[config.mk]
export PLATFORM = sky130hd
export DESIGN_NAME = time_cmd_arbiter_flat
export DESIGN_NICKNAME = d
export VERILOG_FILES = /design/src/rtl/time_cmd_arbiter_if.sv /design/src/rtl/time_cmd_arbiter.sv /design/src/flat_wrapper.sv
export SDC_FILE = /design/constraint.sdc
export NUM_CORES = 1
export LEC_CHECK = 0
export BUFFER_PORTS_ARGS = -buffer_cell sky130_fd_sc_hd__buf_2
export CORE_MARGIN = 3
export CORE_UTILIZATION = 49
export CTS_BUF_LIST = sky130_fd_sc_hd__clkbuf_8 sky130_fd_sc_hd__clkbuf_16
export CTS_CLUSTER_DIAMETER = 150
export CTS_CLUSTER_SIZE = 40
export DETAILED_ROUTE_END_ITERATION = 12
export PLACE_DENSITY_LB_ADDON = 0.12
export RECOVER_POWER = 25
export SYNTH_ARGS = -nofsm -noshare
export SYNTH_HDL_FRONTEND = slang
export SYNTH_SLANG_ARGS = --single-unit
[constraint.sdc]
create_clock -name clk -period 5.1 [get_ports clk]
set_input_delay 0.765 -clock clk [delete_from_list [all_inputs] [get_ports clk]]
set_output_delay 0.765 -clock clk [all_outputs]
set_load 0.005 [all_outputs]
[src/rtl/time_cmd_arbiter_if.sv]
// Bus bundle for time_cmd_arbiter: event inputs, control pulses and status.
// CMD_ECHO_EN adds the UART echo handshake signals.
interface time_cmd_arbiter_if #(
    parameter int FIFO_DEPTH = 4
);
    logic [4:0]                    i_btn_evt;
    logic [7:0]                    i_rx_data;
    logic                          i_rx_done;
    logic                          sw_convert;
    logic [4:0]                    o_control;
    logic                          o_busy;
    logic                          o_drop;
    logic [$clog2(FIFO_DEPTH):0]   o_fifo_cnt;
`ifdef CMD_ECHO_EN
    logic                          i_tx_busy;
    logic                          o_tx_start;
    logic [7:0]                    o_tx_data;

    modport master (output i_btn_evt, i_rx_data, i_rx_done, sw_convert, i_tx_busy,
                    input  o_control, o_busy, o_drop, o_fifo_cnt, o_tx_start, o_tx_data);
    modport slave  (input  i_btn_evt, i_rx_data, i_rx_done, sw_convert, i_tx_busy,
                    output o_control, o_busy, o_drop, o_fifo_cnt, o_tx_start, o_tx_data);
`else
    modport master (output i_btn_evt, i_rx_data, i_rx_done, sw_convert,
                    input  o_control, o_busy, o_drop, o_fifo_cnt);
    modport slave  (input  i_btn_evt, i_rx_data, i_rx_done, sw_convert,
                    output o_control, o_busy, o_drop, o_fifo_cnt);
`endif
endinterface

[src/rtl/time_cmd_arbiter.sv]
// Merges button events and UART command bytes into spaced one-hot control pulses.
// Optional CMD_ECHO_EN: echoes each issued command letter over the UART transmitter.
module time_cmd_arbiter #(
    parameter int FIFO_DEPTH = 4,
    parameter int GAP_CYCLES = 4
) (
    input  logic               clk,
    input  logic               reset,
    time_cmd_arbiter_if.slave  bus
);
    localparam int AW = $clog2(FIFO_DEPTH);
    localparam int GW = $clog2(GAP_CYCLES + 1);
    localparam logic [AW:0] FULL = (AW+1)'(FIFO_DEPTH);

    typedef enum logic [1:0] {IDLE, PULSE, GAP} state_e;

    state_e          state_q, state_d;
    logic [2:0]      mem_q [FIFO_DEPTH];
    logic [AW-1:0]   wr_ptr_q, wr_ptr_d, rd_ptr_q, rd_ptr_d;
    logic [AW:0]     cnt_q, cnt_d;
    logic            pend_vld_q, pend_vld_d;
    logic [2:0]      pend_code_q, pend_code_d;
    logic [2:0]      code_q, code_d;
    logic [GW-1:0]   gap_q, gap_d;
    logic [4:0]      ctrl_q, ctrl_d;
    logic            busy_q, busy_d, drop_q, drop_d;
    logic            sw_prev_q, flush_q, flush_d;

    logic            wr_en, pop, room, sw_edge, gap_hold;
    logic [2:0]      wr_code, btn_code, rx_code;
    logic            btn_ok, btn_multi, rx_hit, rx_ok;

    function automatic logic mode_ok(input logic [2:0] c, input logic sw);
        return (c <= 3'd2) ? !sw : sw;
    endfunction

`ifdef CMD_ECHO_EN
    logic       echo_vld_q, echo_vld_d, tx_start_q, tx_start_d;
    logic [7:0] echo_data_q, echo_data_d;

    always_comb begin
        echo_vld_d  = echo_vld_q;
        echo_data_d = echo_data_q;
        tx_start_d  = 1'b0;
        if (echo_vld_q && !bus.i_tx_busy) begin
            tx_start_d = 1'b1;
            echo_vld_d = 1'b0;
        end
        if (state_q == PULSE) begin
            echo_vld_d = 1'b1;
            case (code_q)
                3'd0:    echo_data_d = 8'h48;
                3'd1:    echo_data_d = 8'h4D;
                3'd2:    echo_data_d = 8'h53;
                3'd3:    echo_data_d = 8'h52;
                default: echo_data_d = 8'h43;
            endcase
        end
    end

    always_ff @(posedge clk or posedge reset) begin
        if (reset) begin
            echo_vld_q  <= 1'b0;
            echo_data_q <= 8'h00;
            tx_start_q  <= 1'b0;
        end else begin
            echo_vld_q  <= echo_vld_d;
            echo_data_q <= echo_data_d;
            tx_start_q  <= tx_start_d;
        end
    end

    assign bus.o_tx_start = tx_start_q;
    assign bus.o_tx_data  = echo_data_q;
    assign gap_hold       = echo_vld_q;
`else
    assign gap_hold = 1'b0;
`endif

    // Event decode: lowest button bit wins, UART letters are case-insensitive.
    always_comb begin
        btn_code = 3'd0;
        for (int i = 4; i >= 0; i--)
            if (bus.i_btn_evt[i]) btn_code = 3'(i);
        btn_multi = |(bus.i_btn_evt & (bus.i_btn_evt - 5'd1));
        btn_ok    = (|bus.i_btn_evt) && mode_ok(btn_code, bus.sw_convert);
        rx_hit  = 1'b1;
        rx_code = 3'd0;
        case (bus.i_rx_data | 8'h20)
            8'h68:   rx_code = 3'd0;
            8'h6d:   rx_code = 3'd1;
            8'h73:   rx_code = 3'd2;
            8'h72:   rx_code = 3'd3;
            8'h63:   rx_code = 3'd4;
            default: rx_hit  = 1'b0;
        endcase
        rx_ok = bus.i_rx_done && rx_hit && mode_ok(rx_code, bus.sw_convert);
    end

    assign sw_edge = bus.sw_convert != sw_prev_q;
    // Popping is frozen around a mode change so nothing stale issues after the flush.
    assign pop  = (state_q == IDLE) && (cnt_q != '0) && !flush_q && !sw_edge;
    assign room = (cnt_q != FULL) || pop;

    always_comb begin
        wr_en       = 1'b0;
        wr_code     = 3'd0;
        pend_vld_d  = pend_vld_q;
        pend_code_d = pend_code_q;
        drop_d      = btn_multi;
        if (btn_ok) begin
            wr_en   = room;
            wr_code = btn_code;
            if (!room) drop_d = 1'b1;
            if (rx_ok) begin
                if (pend_vld_q) drop_d = 1'b1;
                else begin
                    pend_vld_d  = 1'b1;
                    pend_code_d = rx_code;
                end
            end
        end else if (pend_vld_q) begin
            // Pending entry waits for room rather than being lost.
            wr_en   = room;
            wr_code = pend_code_q;
            if (room) pend_vld_d = 1'b0;
            if (rx_ok) drop_d = 1'b1;
        end else if (rx_ok) begin
            wr_en   = room;
            wr_code = rx_code;
            if (!room) drop_d = 1'b1;
        end
        if (flush_q) begin
            wr_en      = 1'b0;
            pend_vld_d = 1'b0;
            drop_d     = 1'b0;
        end
    end

    always_comb begin
        state_d  = state_q;
        code_d   = code_q;
        gap_d    = gap_q;
        ctrl_d   = 5'd0;
        wr_ptr_d = wr_ptr_q + AW'(wr_en);
        rd_ptr_d = rd_ptr_q + AW'(pop);
        cnt_d    = cnt_q + (AW+1)'(wr_en) - (AW+1)'(pop);
        flush_d  = sw_edge;
        if (flush_q) begin
            wr_ptr_d = '0;
            rd_ptr_d = '0;
            cnt_d    = '0;
        end
        case (state_q)
            IDLE: if (pop) begin
                code_d  = mem_q[rd_ptr_q];
                state_d = PULSE;
            end
            PULSE: begin
                ctrl_d  = 5'(5'd1 << code_q);
                gap_d   = GW'(GAP_CYCLES - 1);
                state_d = GAP;
            end
            GAP: begin
                if (gap_q != '0)  gap_d = gap_q - 1'b1;
                else if (!gap_hold) state_d = IDLE;
            end
            default: state_d = IDLE;
        endcase
        busy_d = (cnt_d != '0) || (state_d != IDLE);
    end

    always_ff @(posedge clk) begin
        if (wr_en) mem_q[wr_ptr_q] <= wr_code;
    end

    always_ff @(posedge clk or posedge reset) begin
        if (reset) begin
            state_q     <= IDLE;
            wr_ptr_q    <= '0;
            rd_ptr_q    <= '0;
            cnt_q       <= '0;
            pend_vld_q  <= 1'b0;
            pend_code_q <= 3'd0;
            code_q      <= 3'd0;
            gap_q       <= '0;
            ctrl_q      <= 5'd0;
            busy_q      <= 1'b0;
            drop_q      <= 1'b0;
            sw_prev_q   <= 1'b0;
            flush_q     <= 1'b0;
        end else begin
            state_q     <= state_d;
            wr_ptr_q    <= wr_ptr_d;
            rd_ptr_q    <= rd_ptr_d;
            cnt_q       <= cnt_d;
            pend_vld_q  <= pend_vld_d;
            pend_code_q <= pend_code_d;
            code_q      <= code_d;
            gap_q       <= gap_d;
            ctrl_q      <= ctrl_d;
            busy_q      <= busy_d;
            drop_q      <= drop_d;
            sw_prev_q   <= bus.sw_convert;
            flush_q     <= flush_d;
        end
    end

    assign bus.o_control  = ctrl_q;
    assign bus.o_busy     = busy_q;
    assign bus.o_drop     = drop_q;
    assign bus.o_fifo_cnt = cnt_q;
endmodule
[src/flat_wrapper.sv]
// flat-port wrapper written by rule: the top's interface ports become plain ports
module time_cmd_arbiter_flat 
#(
    parameter int FIFO_DEPTH = 4,
    parameter int GAP_CYCLES = 4
)
  (clk, reset, bus_i_btn_evt, bus_i_rx_data, bus_i_rx_done, bus_sw_convert, bus_o_control, bus_o_busy, bus_o_drop, bus_o_fifo_cnt);
  time_cmd_arbiter_if #(.FIFO_DEPTH(FIFO_DEPTH)) bus_i ();
  input  logic clk;
  input  logic reset;
  input wire logic [$bits(bus_i.i_btn_evt)-1:0] bus_i_btn_evt;
  input wire logic [$bits(bus_i.i_rx_data)-1:0] bus_i_rx_data;
  input wire logic [$bits(bus_i.i_rx_done)-1:0] bus_i_rx_done;
  input wire logic [$bits(bus_i.sw_convert)-1:0] bus_sw_convert;
  output wire logic [$bits(bus_i.o_control)-1:0] bus_o_control;
  output wire logic [$bits(bus_i.o_busy)-1:0] bus_o_busy;
  output wire logic [$bits(bus_i.o_drop)-1:0] bus_o_drop;
  output wire logic [$bits(bus_i.o_fifo_cnt)-1:0] bus_o_fifo_cnt;
  assign bus_i.i_btn_evt = bus_i_btn_evt;
  assign bus_i.i_rx_data = bus_i_rx_data;
  assign bus_i.i_rx_done = bus_i_rx_done;
  assign bus_i.sw_convert = bus_sw_convert;
  assign bus_o_control = bus_i.o_control;
  assign bus_o_busy = bus_i.o_busy;
  assign bus_o_drop = bus_i.o_drop;
  assign bus_o_fifo_cnt = bus_i.o_fifo_cnt;
  time_cmd_arbiter #(.FIFO_DEPTH(FIFO_DEPTH), .GAP_CYCLES(GAP_CYCLES)) u_core (.clk(clk), .reset(reset), .bus(bus_i));
endmodule
==> flow_metrics.tcl <==
set metrics [dict create \
    outcome "complete, no violations" \
    synth_edf_count 12 \
    clock_path_buffers 2 \
    tns_ps 0 \
    ant_nets 0 \
    ys_ff_latch 40 \
    cts_buffers 5 \
    cts_tree "built" \
    synth.distinct_cells 49 \
    drive_gt1_share_pct 19.6 \
    finalMaxSlewViolations 0 \
    endpoint_kind "flop" \
    floorplan.initialDensity_pct 52.7 \
    viasPerCell 5.59 \
    synth_largest_area_cell "dfrtp_1" \
    syn_area_sq_um 2000 \
    areaGrowthSynthToFinish_pct 13.7 \
    htree_num_levels 2 \
    worstMarginPinSlew_ps 1050 \
    pwr-share-seq_pct 48.1 \
    synthTopCellsByCount "dfrtp_1, inv_1, edfxtp_1, nor2_1, a21oi_1" \
    wl_mm 3.51 \
    grt_pass1_vias 1334 \
    synth_warnings 0 \
    clock_sinks 40 \
    p_clk_share_pct 28.1 \
    place_ws_ps 1070 \
    whs_ps 493 \
    criticalPathCategory "input pin to flop" \
    die_y_um 69.9 \
    drt_iter0_drc 71 \
    min_period_over_period_pct 73.8 \
    power_frac_comb_pct 23.8 \
    drt_pass1_iterations 4 \
    hold_class "flop to flop" \
    postCtsSetupBuffers 0 \
    path_cells "buf_2 > nor3_1 > mux2i_1 > nor2_1 > a211o_1 > inv_1 > ha_1 > inv_1 > fa_1 > xnor2_1 > nor2_1 > or3_1 > or3_1" \
    cp_max_fo 8 \
    hpwl_mm 2.61 \
    critPathRequiredTime_ps 5270 \
    syn-num-nets 196 \
    clkSlewWorstSetupHoldPaths_ps 80 \
    p_per_area_nw_per_um2 410 \
    synth_ff_type "dfrtp_1" \
    die_x_um 69.9 \
    synth_top_cell_area_share_pct 35.0 \
    post-route-drc-count 0 \
    finalHoldViolCount 0 \
    syn_inst 172 \
    avgSynthCellArea_sq_um 11.6 \
    final_nets 222 \
    ctsHoldBuffers 0 \
    antenna_found_initial 0 \
    fin_crit_ps 3760 \
    cts_root_buf "clkbuf_8" \
    slew_headroom_pct 30.0 \
    diodes 0 \
    worst_slack_ps 1340 \
    maxCapViolations 0 \
    power.share.switching_pct 30.5 \
    setup_viol 0 \
    async_flop_share_pct 70.0 \
    power.net_switching_w 0.000285 \
    worstPathArrival_ps 3940 \
    grtUsageTotal_pct 15.1 \
    ctsResizeCount 0 \
    peakVddDrop_mv 0.219 \
    grt_pass1_wl_mm 5.84 \
    routabilityCongestion 0.839 \
    leakage_nw 1.00 \
    routedWlPerCell_um 14.2 \
    clk_latency_ps 290 \
    row_count 22 \
    cpMaxStageDelayCell "mux2i_1" \
    grt_max_degree 29 \
    ys_seq_area_share_pct 53.0 \
    internal-power_w 0.000649 \
    yosysMostFrequentCell "dfrtp_1" \
    core_area_sq_um 3800 \
    die-area_sq_um 4890 \
    clock-skew-final_ps 5.34 \
    gr-total-overflow 0 \
    port_buffers 25 \
    rsz0062_at_grt "no" \
    worst_setup_path_start_kind "input pin" \
    fillers 308 \
    fmax_mhz 266 \
    synth_area_leaders "dfrtp_1, edfxtp_1, ha_1, mux4_2, inv_1" \
    ios 27 \
    cpPeakStageDelay_ps 570 \
    vias 1380 \
]
-- flip-flops by register name, summed over array words and instances, names as in the netlist --
name / flops
u_core.gap_q: 3
u_core.code_q: 3
u_core.pend_code_q: 3
u_core.flush_q: 1
u_core.state_q: 2
u_core.pend_vld_q: 1
u_core.bus.o_control: 5
u_core.mem_q: 12
u_core.wr_ptr_q: 2
u_core.sw_prev_q: 1
u_core.bus.o_fifo_cnt: 3
u_core.rd_ptr_q: 2
u_core.bus.o_drop: 1
u_core.bus.o_busy: 1
-- per-layer routing --
metal	up-vias	routed length [um]	global-route usage [%]
li1	680	-	-
met1	655	1510	18.4
met2	36	1730	25.0
met3	9	201	4.60
met4	0	68	5.96
met5	-	0	0
-- area by class of cell --
| class | count | area [sq um] | share of cell area, % |
|---|---|---|---|
| Clock buffer | 5 | 68.8 | 3.03 |
| Clock inverter | 3 | 46.3 | 2.04 |
| Inverter | 13 | 48.8 | 2.15 |
| Multi-Input combinational cell | 113 | 866 | 38.1 |
| Sequential cell | 40 | 1060 | 46.6 |
| Tap cell | 48 | 60.1 | 2.64 |
| Timing Repair Buffer | 25 | 124 | 5.45 |
-- logic make-up (layout without fill, tap and decap cells) --
logic type / count (synthesis) / in the layout / share of synthesized area (%)
muxes: 11 / 11 / 7.82
and+or+nand+nor: 52 / 52 / 14.0
adders and majority gates: 8 / 8 / 5.25
xor gates and xnor gates: 6 / 6 / 2.63
DFF: 40 / 40 / 53.0
buffers and inverters: 19 / 46 / 3.69
AOI/OAI and AO/OA: 36 / 36 / 13.6
-- placed cells by master (no fill, tap or decap), types with 3 or more instances in the layout --
master    netlist  layout
buf_2           2      24
mux2_1          3       3
nor3_1          7       7
ha_1            6       6
o21ai_0         4       4
nor4_1          3       3
nor2_1         11      11
mux2i_1         4       4
nand2b_1        5       5
a21oi_1         9       9
nor3b_1         4       4
edfxtp_1       12      12
nor2b_1         6       6
inv_1          13      13
clkbuf_8        0       5
xnor2_1         4       4
nand2_1         8       8
dfrtp_1        28      28
mux4_2          3       3
-- power groups by stage --
stage | combinational, W | sequential, W | clock [W]
6_report | 0.000222 | 0.000449 | 0.000262
5_1_grt | 0.000251 | 0.000459 | 0.000284
4_1_cts | 0.000225 | 0.000450 | 0.000267
3_5_place_dp | 0.000224 | 0.000456 | 0
3_3_place_gp | 0.000214 | 0.000452 | 0
2_1_floorplan | 0.000180 | 0.000434 | 0
-- path summary, 6_finish.rpt --
| kind | end | slack [ps] | start | depth (start not counted) |
|---|---|---|---|---|
| setup / recovery | u_core.bus.o_busy$_DFF_PP0_ | 1340 | bus_i_btn_evt[1] | 13 |
| max in group asynchronous | u_core.wr_ptr_q[0]$_DFF_PP0_ | 3740 | reset | 2 |
| hold / removal | u_core.gap_q[0]$_DFFE_PP0P_ | 490 | u_core.gap_q[0]$_DFFE_PP0P_ | 1 |
| min in group asynchronous | u_core.bus.o_control[3]$_DFF_PP0_ | 720 | reset | 2 |
| hold reg to reg | u_core.gap_q[0]$_DFFE_PP0P_ | 490 | u_core.gap_q[0]$_DFFE_PP0P_ | 1 |
| setup reg to reg | u_core.bus.o_busy$_DFF_PP0_ | 1870 | u_core.flush_q$_DFF_PP0_ | 11 |
-- metrics by stage --
stage	total power, W	util (%)	std cells	area, sq um
2_1_floorplan	0.000614	-	172	2000
3_3_place_gp	0.000666	56.9	239	2160
3_5_place_dp	0.000680	56.9	239	2160
4_1_cts	0.000941	59.9	247	2280
5_1_grt	0.000994	59.9	247	2270
6_report	0.000933	59.9	247	2270
-- critical path, delay by kind of cell --
family	cells	cell delay (ps)
simple gates	5	1210
mux	1	570
fa+ha+maj	2	550
compound gates	1	370
buf+inv	3	290
xor+xnor	1	160
No activity file was read; power rests on OpenSTA's default activity.
